**src/rtl/rst_seq_pkg.sv**
```systemverilog
// Shared types for the CPU reset sequencer.
//   rst_state_t : sequencer phase (assert / stretch / memory released / run)
//   rst_cause_t : reason for the most recent reset
package rst_seq_pkg;

  typedef enum logic [1:0] {
    ASSERT  = 2'd0,
    STRETCH = 2'd1,
    REL_MEM = 2'd2,
    RUN     = 2'd3
  } rst_state_t;

  typedef enum logic [1:0] {
    RC_NONE = 2'd0,
    RC_EXT  = 2'd1,
    RC_SW   = 2'd2
  } rst_cause_t;

  // Width needed to count up to the longer of the two timed phases.
  function automatic int cnt_width(input int stretch_cycles, input int m2c_cycles);
    int top_v;
    top_v = (stretch_cycles > m2c_cycles) ? stretch_cycles : m2c_cycles;
    return (top_v < 1) ? 1 : $clog2(top_v + 1);
  endfunction

endpackage

```
**src/rtl/rst_seq_if.sv**
```systemverilog
// Reset-sequencer signal bundle.
//   sw_rst_req : software reset request into the sequencer
//   mem_rst    : active-high reset for memory/bus side
//   core_rst   : active-high reset for the CPU core
//   rst_done   : both resets released, sequencer running
//   rst_cause  : cause of the last reset
// Modport master is the sequencer; slave is the consumer of the resets.
interface rst_seq_if;
  import rst_seq_pkg::*;

  logic       sw_rst_req;
  logic       mem_rst;
  logic       core_rst;
  logic       rst_done;
  rst_cause_t rst_cause;

  modport master (
    input  sw_rst_req,
    output mem_rst,
    output core_rst,
    output rst_done,
    output rst_cause
  );

  modport slave (
    output sw_rst_req,
    input  mem_rst,
    input  core_rst,
    input  rst_done,
    input  rst_cause
  );

endinterface

```
**src/rtl/rst_seq_sync.sv**
```systemverilog
// Async-assert / sync-release reset synchronizer.
//   clk      : destination clock
//   rst      : asynchronous active-low reset, clears the whole chain at once
//   rst_sync : high once STAGES rising edges have passed with rst high
module rst_seq_sync #(
  parameter int STAGES = 2
) (
  input  logic clk,
  input  logic rst,
  output logic rst_sync
);

  logic [STAGES-1:0] chain_r;

  // Shift ones in after release; any rst low clears all stages immediately.
  always_ff @(posedge clk or negedge rst) begin
    if (!rst) begin
      chain_r <= '0;
    end else begin
      chain_r <= {chain_r[STAGES-2:0], 1'b1};
    end
  end

  assign rst_sync = chain_r[STAGES-1];

endmodule

```
**src/rtl/rst_seq.sv**
```systemverilog
// CPU reset sequencer top.
//   clk  : system clock
//   rst  : asynchronous active-low board reset
//   bus  : rst_seq_if.master (sw_rst_req in; mem_rst, core_rst, rst_done,
//          rst_cause out)
// After the synchronized release of rst, mem_rst is held for STRETCH_CYCLES
// edges, then core_rst for MEM_TO_CORE_CYCLES more. A software request seen in
// RUN replays the stretch/release sequence without touching the synchronizer.
module rst_seq
  import rst_seq_pkg::*;
#(
  parameter int SYNC_STAGES        = 2,
  parameter int STRETCH_CYCLES     = 16,
  parameter int MEM_TO_CORE_CYCLES = 8
) (
  input  logic       clk,
  input  logic       rst,
  rst_seq_if.master  bus
);

  localparam int CNT_W = cnt_width(STRETCH_CYCLES, MEM_TO_CORE_CYCLES);
  localparam logic [CNT_W-1:0] STRETCH_LAST = CNT_W'(STRETCH_CYCLES - 1);
  localparam logic [CNT_W-1:0] M2C_LAST     = CNT_W'(MEM_TO_CORE_CYCLES - 1);
  localparam logic [CNT_W-1:0] CNT_ONE      = CNT_W'(1);

  logic             rst_sync_s;
  rst_state_t       state_r;
  rst_state_t       state_nxt_s;
  logic [CNT_W-1:0] cnt_r;
  logic [CNT_W-1:0] cnt_nxt_s;
  logic             mem_rst_r;
  logic             core_rst_r;
  logic             rst_done_r;
  rst_cause_t       rst_cause_r;
  logic             mem_rst_nxt_s;
  logic             core_rst_nxt_s;
  logic             rst_done_nxt_s;
  rst_cause_t       rst_cause_nxt_s;

  rst_seq_sync #(
    .STAGES (SYNC_STAGES)
  ) u_sync (
    .clk      (clk),
    .rst      (rst),
    .rst_sync (rst_sync_s)
  );

  // State and phase counter register.
  always_ff @(posedge clk or negedge rst) begin
    if (!rst) begin
      state_r <= ASSERT;
      cnt_r   <= '0;
    end else begin
      state_r <= state_nxt_s;
      cnt_r   <= cnt_nxt_s;
    end
  end

  // Next-state and counter logic; the counter restarts at each phase entry.
  always_comb begin
    state_nxt_s = state_r;
    cnt_nxt_s   = cnt_r;
    case (state_r)
      ASSERT: begin
        if (rst_sync_s) begin
          state_nxt_s = STRETCH;
          cnt_nxt_s   = '0;
        end else begin
          state_nxt_s = ASSERT;
        end
      end
      STRETCH: begin
        if (cnt_r == STRETCH_LAST) begin
          state_nxt_s = REL_MEM;
          cnt_nxt_s   = '0;
        end else begin
          cnt_nxt_s = cnt_r + CNT_ONE;
        end
      end
      REL_MEM: begin
        if (cnt_r == M2C_LAST) begin
          state_nxt_s = RUN;
          cnt_nxt_s   = '0;
        end else begin
          cnt_nxt_s = cnt_r + CNT_ONE;
        end
      end
      RUN: begin
        if (bus.sw_rst_req) begin
          state_nxt_s = STRETCH;
          cnt_nxt_s   = '0;
        end else begin
          state_nxt_s = RUN;
        end
      end
      default: begin
        state_nxt_s = ASSERT;
        cnt_nxt_s   = '0;
      end
    endcase
  end

  // Output values derived from the phase being entered, so the registered
  // outputs change on the same edge as the transition.
  always_comb begin
    mem_rst_nxt_s   = (state_nxt_s == ASSERT) || (state_nxt_s == STRETCH);
    core_rst_nxt_s  = (state_nxt_s != RUN);
    rst_done_nxt_s  = (state_nxt_s == RUN);
    rst_cause_nxt_s = rst_cause_r;
    if ((state_r == RUN) && bus.sw_rst_req) begin
      rst_cause_nxt_s = RC_SW;
    end else begin
      rst_cause_nxt_s = rst_cause_r;
    end
  end

  // Output registers; board reset asserts everything asynchronously.
  always_ff @(posedge clk or negedge rst) begin
    if (!rst) begin
      mem_rst_r   <= 1'b1;
      core_rst_r  <= 1'b1;
      rst_done_r  <= 1'b0;
      rst_cause_r <= RC_EXT;
    end else begin
      mem_rst_r   <= mem_rst_nxt_s;
      core_rst_r  <= core_rst_nxt_s;
      rst_done_r  <= rst_done_nxt_s;
      rst_cause_r <= rst_cause_nxt_s;
    end
  end

  assign bus.mem_rst   = mem_rst_r;
  assign bus.core_rst  = core_rst_r;
  assign bus.rst_done  = rst_done_r;
  assign bus.rst_cause = rst_cause_r;

endmodule

```
**src/flat_wrapper.sv**
```systemverilog
// flat-port wrapper written by rule: the top's interface ports become plain ports
module rst_seq_flat import rst_seq_pkg::*;
#(
  parameter int SYNC_STAGES        = 2,
  parameter int STRETCH_CYCLES     = 16,
  parameter int MEM_TO_CORE_CYCLES = 8
)
  (clk, rst, bus_sw_rst_req, bus_mem_rst, bus_core_rst, bus_rst_done, bus_rst_cause);
  rst_seq_if bus_i ();
  input  logic clk;
  input  logic rst;
  input wire logic [$bits(bus_i.sw_rst_req)-1:0] bus_sw_rst_req;
  output wire logic [$bits(bus_i.mem_rst)-1:0] bus_mem_rst;
  output wire logic [$bits(bus_i.core_rst)-1:0] bus_core_rst;
  output wire logic [$bits(bus_i.rst_done)-1:0] bus_rst_done;
  output wire logic [$bits(bus_i.rst_cause)-1:0] bus_rst_cause;
  assign bus_i.sw_rst_req = bus_sw_rst_req;
  assign bus_mem_rst = bus_i.mem_rst;
  assign bus_core_rst = bus_i.core_rst;
  assign bus_rst_done = bus_i.rst_done;
  assign bus_rst_cause = bus_i.rst_cause;
  rst_seq #(.SYNC_STAGES(SYNC_STAGES), .STRETCH_CYCLES(STRETCH_CYCLES), .MEM_TO_CORE_CYCLES(MEM_TO_CORE_CYCLES)) u_core (.clk(clk), .rst(rst), .bus(bus_i));
endmodule
```
**config.mk**
```make
export PLATFORM = sky130hd
export DESIGN_NAME = rst_seq_flat
export DESIGN_NICKNAME = d
export VERILOG_FILES = /design/src/rtl/rst_seq_pkg.sv /design/src/rtl/rst_seq_if.sv /design/src/rtl/rst_seq_sync.sv /design/src/rtl/rst_seq.sv /design/src/flat_wrapper.sv
export SDC_FILE = /design/constraint.sdc
export NUM_CORES = 1
export LEC_CHECK = 0
export BUFFER_PORTS_ARGS = -buffer_cell sky130_fd_sc_hd__buf_4
export CORE_MARGIN = 2
export CORE_UTILIZATION = 55
export DETAILED_ROUTE_END_ITERATION = 8
export GPL_ROUTABILITY_DRIVEN = 1
export PLACE_DENSITY = 0.81
export SYNTH_ARGS = -nofsm -noshare
export SYNTH_HDL_FRONTEND = slang
export SYNTH_SLANG_ARGS = --single-unit
```
**constraint.sdc**
```tcl
create_clock -name clk -period 4 [get_ports clk]
set_input_delay 0.6 -clock clk [delete_from_list [all_inputs] [get_ports clk]]
set_output_delay 0.6 -clock clk [all_outputs]
set_load 0.05 [all_outputs]
```
After elaboration in Yosys (flattened, before gate mapping)
Cells that the tools add are included.

Add/subtract/negate cells: 1. Equality and inequality tests: 10. Muxes and demuxes: 10. Reductions and logical operators: 5.

Operators by type and width (number): $mux 5 (4); $pmux 5 s4 (1); $pmux 2 s4 (1); $eq 2x2->1 const B (3); $mux 2 (3); $ne 2x2->1 const B (3); $add 5x1->5 const B (1); $eq 5x3->1 const B (1); $eq 5x4->1 const B (1); $eq 2x1->1 const B (2); $logic_not 2->1 (2); $reduce_and 2->1 (1); $logic_and 1x1->1 (1); $logic_or 1x1->1 (1); $mux 1 (1).

Flip-flop bits (word level): 14. Output and inout bits: 5. Logic and storage cells: 33.

Logic depth before layout (Yosys ltp)
Depth after elaboration: 5. Gate-level depth with buffers: 8. Mapped depth without buffers: 8.

Hierarchy
Synthesis repeated with hierarchy kept, for this count alone.

Cells, all modules: 68. Area total of the unflattened synthesis: 753.2 sq um.

By module, submodules not included: rst_seq (times used 1, cells an instance 65, area each 699.4 sq um, sequential area each 304.0 sq um); rst_seq_sync (times used 1, cells an instance 3, area each 53.8 sq um, sequential area each 50.0 sq um).

Worst setup path after synthesis
OpenSTA, ideal clock, no wires.

Path type: register -> register. Start point: register u_core.cnt_r[0]. End point: register u_core.rst_done_r (netlist: u_core.bus.rst_done). Setup time: 0.066 ns. Arrival: 1.512 ns. Setup slack: 2.421 ns. Cell stages (with the launch flop): 9. Cells stage by stage: dfrtp_1 > ha_1 > nand3_1 > inv_1 > ha_1 > nor2b_1 > a21oi_1 > o21bai_2 > and2_1.

Cells in the longest elaborated chain, start to end: 4. Elaborated cells on any way between the ends: 6.

RTL lines: from (decl) (RTL line rst_seq.sv:29) `logic [CNT_W-1:0] cnt_r;`; from (signal assigned) (RTL line rst_seq.sv:55) `cnt_r <= cnt_nxt_s;`; $eq 5x3->1 or $eq 5x4->1 (tied branches) (RTL line rst_seq.sv:81, rst_seq.sv:73); $mux 2 (on tied branches) (RTL line rst_seq.sv:81, rst_seq.sv:73); $pmux 2 s4 * (RTL line rst_seq.sv:63) `case (state_r)`; $eq 2x2->1 * (RTL line rst_seq.sv:108) `rst_done_nxt_s = (state_nxt_s == RUN);`; named net u_core.rst_done_nxt_s (RTL line rst_seq.sv:37) `logic rst_done_nxt_s;`; to (signal assigned) (RTL line rst_seq.sv:127) `rst_done_r <= rst_done_nxt_s;`; to (decl) (RTL line rst_seq.sv:33) `logic rst_done_r;`.

Mark *: on every way through the listed nets, which the timed path passes. The rest lies on a longest branch. A chain may end at the register's enable or synchronous reset.

Worst setup path after layout
Start point: register u_core.cnt_r[0]. End point: register u_core.state_r[0].

Cells in the longest elaborated chain, start to end: 3. Elaborated cells on any way between the ends: 5.

RTL lines: $eq 5x3->1 or $eq 5x4->1 (tied branches) (RTL line rst_seq.sv:81, rst_seq.sv:73); $mux 2 (on tied branches) (RTL line rst_seq.sv:81, rst_seq.sv:73); $pmux 2 s4 * (RTL line rst_seq.sv:63); named net u_core.state_nxt_s[0] (RTL line rst_seq.sv:28) `rst_state_t state_nxt_s;`; to (signal assigned) (RTL line rst_seq.sv:54) `state_r <= state_nxt_s;`; to (decl) (RTL line rst_seq.sv:27) `rst_state_t state_r;`.

Marks and branches as above.

==> flow_metrics.py <==
metrics = {
    "clock_tree": {
        "cts_setup_buffers": 0,
        "hold_buffers": 0,
        "tritoncts": "done",
        "clk_latency_ps": 280,
        "cts_buffers": 3,
        "cts.sinks": 14,
        "path_clk_slew_ps": 80,
        "htree_levels": 1,
        "cts_resized": 0,
        "ctsRootBufferMaster": "clkbuf_4",
        "cts_buffer_depth": 2,
    },
    "cells_and_area": {
        "layout_common_cells": "dfrtp_1, nand2_1, inv_1, ha_1, buf_4",
        "fin_cells": 95,
        "drive_gt1_frac": 0.263,
        "final_util": 0.653,
        "layout.nets": 91,
        "layout-area-overhead-vs-synth_pct": 14.1,
        "final_common_cell": "dfrtp_1",
        "final_area_sq_um": 828,
        "diodes": 0,
    },
    "outcome": {
        "status": "completed",
    },
    "route": {
        "drt_iter0_markers": 8,
        "wl_per_cell_um": 12.6,
        "detail-route-antenna-nets": 0,
        "via_per_inst": 5.18,
        "drt-total-wl_um": 1190,
        "drt-pass1-iter-count": 4,
        "vias": 492,
        "drcViolationCount": 0,
    },
    "sta": {
        "tns_ps": 0,
        "timing.final.ws_setup_ps": 2230,
        "rsz0062_at_grt": "no",
        "final.setup_skew_ps": 2.39,
        "setup_viol": 0,
        "holdWs_ps": 150,
        "post-route-min-period_ps": 1770,
        "finalCritPeriodShare": 0.441,
        "timing.fmax_mhz": 566,
        "hold_viol": 0,
        "slew_viol_final": 0,
    },
    "setup_path": {
        "cp.arrival_ps": 1980,
        "cp-startpoint": "u_core.cnt_r[0]",
        "r2r_end": "u_core.state_r[0]",
        "cp-endpoint": "u_core.state_r[0]",
        "rr_startpoint": "u_core.cnt_r[0]",
        "endpoint_kind": "flip-flop",
        "critPathKind": "flip-flop to flip-flop",
        "r2r_cells": 8,
        "crit_path_max_fanout": 4,
        "cp_data_required_time_ps": 4220,
        "startpoint_type": "flip-flop",
        "r2r_slack_ps": 2230,
    },
    "placement": {
        "pre_cts_slack_ps": 2250,
        "placed_cells": 91,
        "gp_congestion": 0.781,
        "io_buffers": 7,
        "place_hpwl_um": 920,
        "place_area_sq_um": 792,
    },
    "logic_synthesis": {
        "synth-edff-count": 0,
        "synth_async_sr_flop_share": 1.00,
        "synth-seq-cells": 14,
        "ys_types": 27,
        "postSynthAreaPerCell_sq_um": 10.4,
        "yosysSeqAreaShare": 0.488,
        "ys.flop_type": "dfrtp_1",
        "yosys_warnings": 0,
        "syn-cell-area_sq_um": 726,
        "syn_nets": 80,
        "netlist_instances": 70,
    },
    "pwr": {
        "power_frac_comb": 0.299,
        "p_seq_frac": 0.445,
        "clkPwrFrac": 0.257,
        "internal-power_uw": 259,
        "power_switching_uw": 133,
        "power_uw": 392,
        "leakage_nw": 0.389,
        "power.density_mw_per_mm2": 474,
        "vdd_drop_max_uv": 277,
        "p_sw_frac": 0.339,
    },
    "floorplanning": {
        "die-height_um": 40.3,
        "io_pins": 8,
        "die-area_sq_mm": 0.00163,
        "placementRows": 13,
        "core_area_sq_mm": 0.00127,
        "die_w_um": 40.3,
        "start_util": 0.572,
    },
    "global_route": {
        "antenna_found_initial": 0,
        "grt_max_degree": 15,
        "grt_pass1_wl_um": 1850,
        "grt_pass1_vias": 449,
        "grt_overflow_total": 0,
        "grt.total_usage": 0.182,
    },
    "hold_path": {
        "hold_path.class": "input pin to async pin",
    },
    "run": {
        "drv_cap": 0,
    },
}
## layout make-up
cell class / count / area [sq um]
fillers: 113 / 440
flip-flops and latches: 14 / 354
multi-input cells: 48 / 340
repair buffers: 7 / 52.6
clock buffers: 4 / 36.3
inverters: 7 / 26.3
well taps: 15 / 18.8
## cell families after synthesis
| family | Yosys count | synth area share |
|---|---|---|
| other cells | 1 | 0.00517 |
| flops | 14 | 0.488 |
| buf+inv | 8 | 0.0431 |
| fa+ha+maj | 7 | 0.121 |
| compound gates | 16 | 0.164 |
| simple gates | 24 | 0.179 |
## worst max-delay path, cell delays in order (launching register included)
cell and delay (ps):
dfrtp_1 430, ha_1 260, nand3_1 130, inv_1 60
ha_1 200, nor2b_1 210, a21oi_1 120, o21bai_2 170
o21a_1 140
## worst min-delay path by stage
stage                              from                       end  slack, ps  cells after the start
2_1_floorplan                       rst   u_core.bus.rst_cause[1]        300                      0
3_3_place_gp   u_core.u_sync.chain_r[0]  u_core.u_sync.chain_r[1]        330                      0
3_5_place_dp   u_core.u_sync.chain_r[0]  u_core.u_sync.chain_r[1]        340                      0
4_1_cts                             rst           u_core.cnt_r[4]        150                      1
5_1_grt                             rst           u_core.cnt_r[4]        150                      1
6_report                            rst           u_core.cnt_r[4]        150                      1
## metal layers
metal,GRT usage,vias to the layer above,part of all wire
met5,0,-,0
li1,-,251,-
met1,0.220,226,0.46
met4,0.100,0,0.024
met3,0.0500,4,0.040
met2,0.290,11,0.47
## state kept, by name (all words and copies together) (netlist names)
name and cells:
u_core.bus.core_rst 1, u_core.bus.mem_rst 1, u_core.bus.rst_cause 2, u_core.bus.rst_done 1
u_core.cnt_r 5, u_core.state_r 2, u_core.u_sync.chain_r 2
## power by group through the flow
| stage | clock network, mW | logic [mW] | registers (mW) |
|---|---|---|---|
| detailed placement | 0 | 0.116 | 0.177 |
| global placement | 0 | 0.111 | 0.176 |
| floorplan | 0 | 0.0855 | 0.181 |
| global route | 0.109 | 0.131 | 0.178 |
| finish | 0.101 | 0.117 | 0.174 |
| CTS | 0.103 | 0.117 | 0.175 |
## synthesized netlist by cell type, types with 2 or more instances
cell type / n / area share
a21oi_1: 2 / 0.014
and2_1: 2 / 0.017
dfrtp_1: 11 / 0.38
dfstp_2: 3 / 0.11
ha_1: 7 / 0.12
inv_1: 7 / 0.036
nand2_1: 9 / 0.047
nand2b_1: 2 / 0.017
nand3_1: 5 / 0.034
nor2b_1: 2 / 0.017
o21ai_0: 2 / 0.014
o21ai_1: 2 / 0.014
o21ai_2: 2 / 0.024
(Power assumes the default switching activity.)
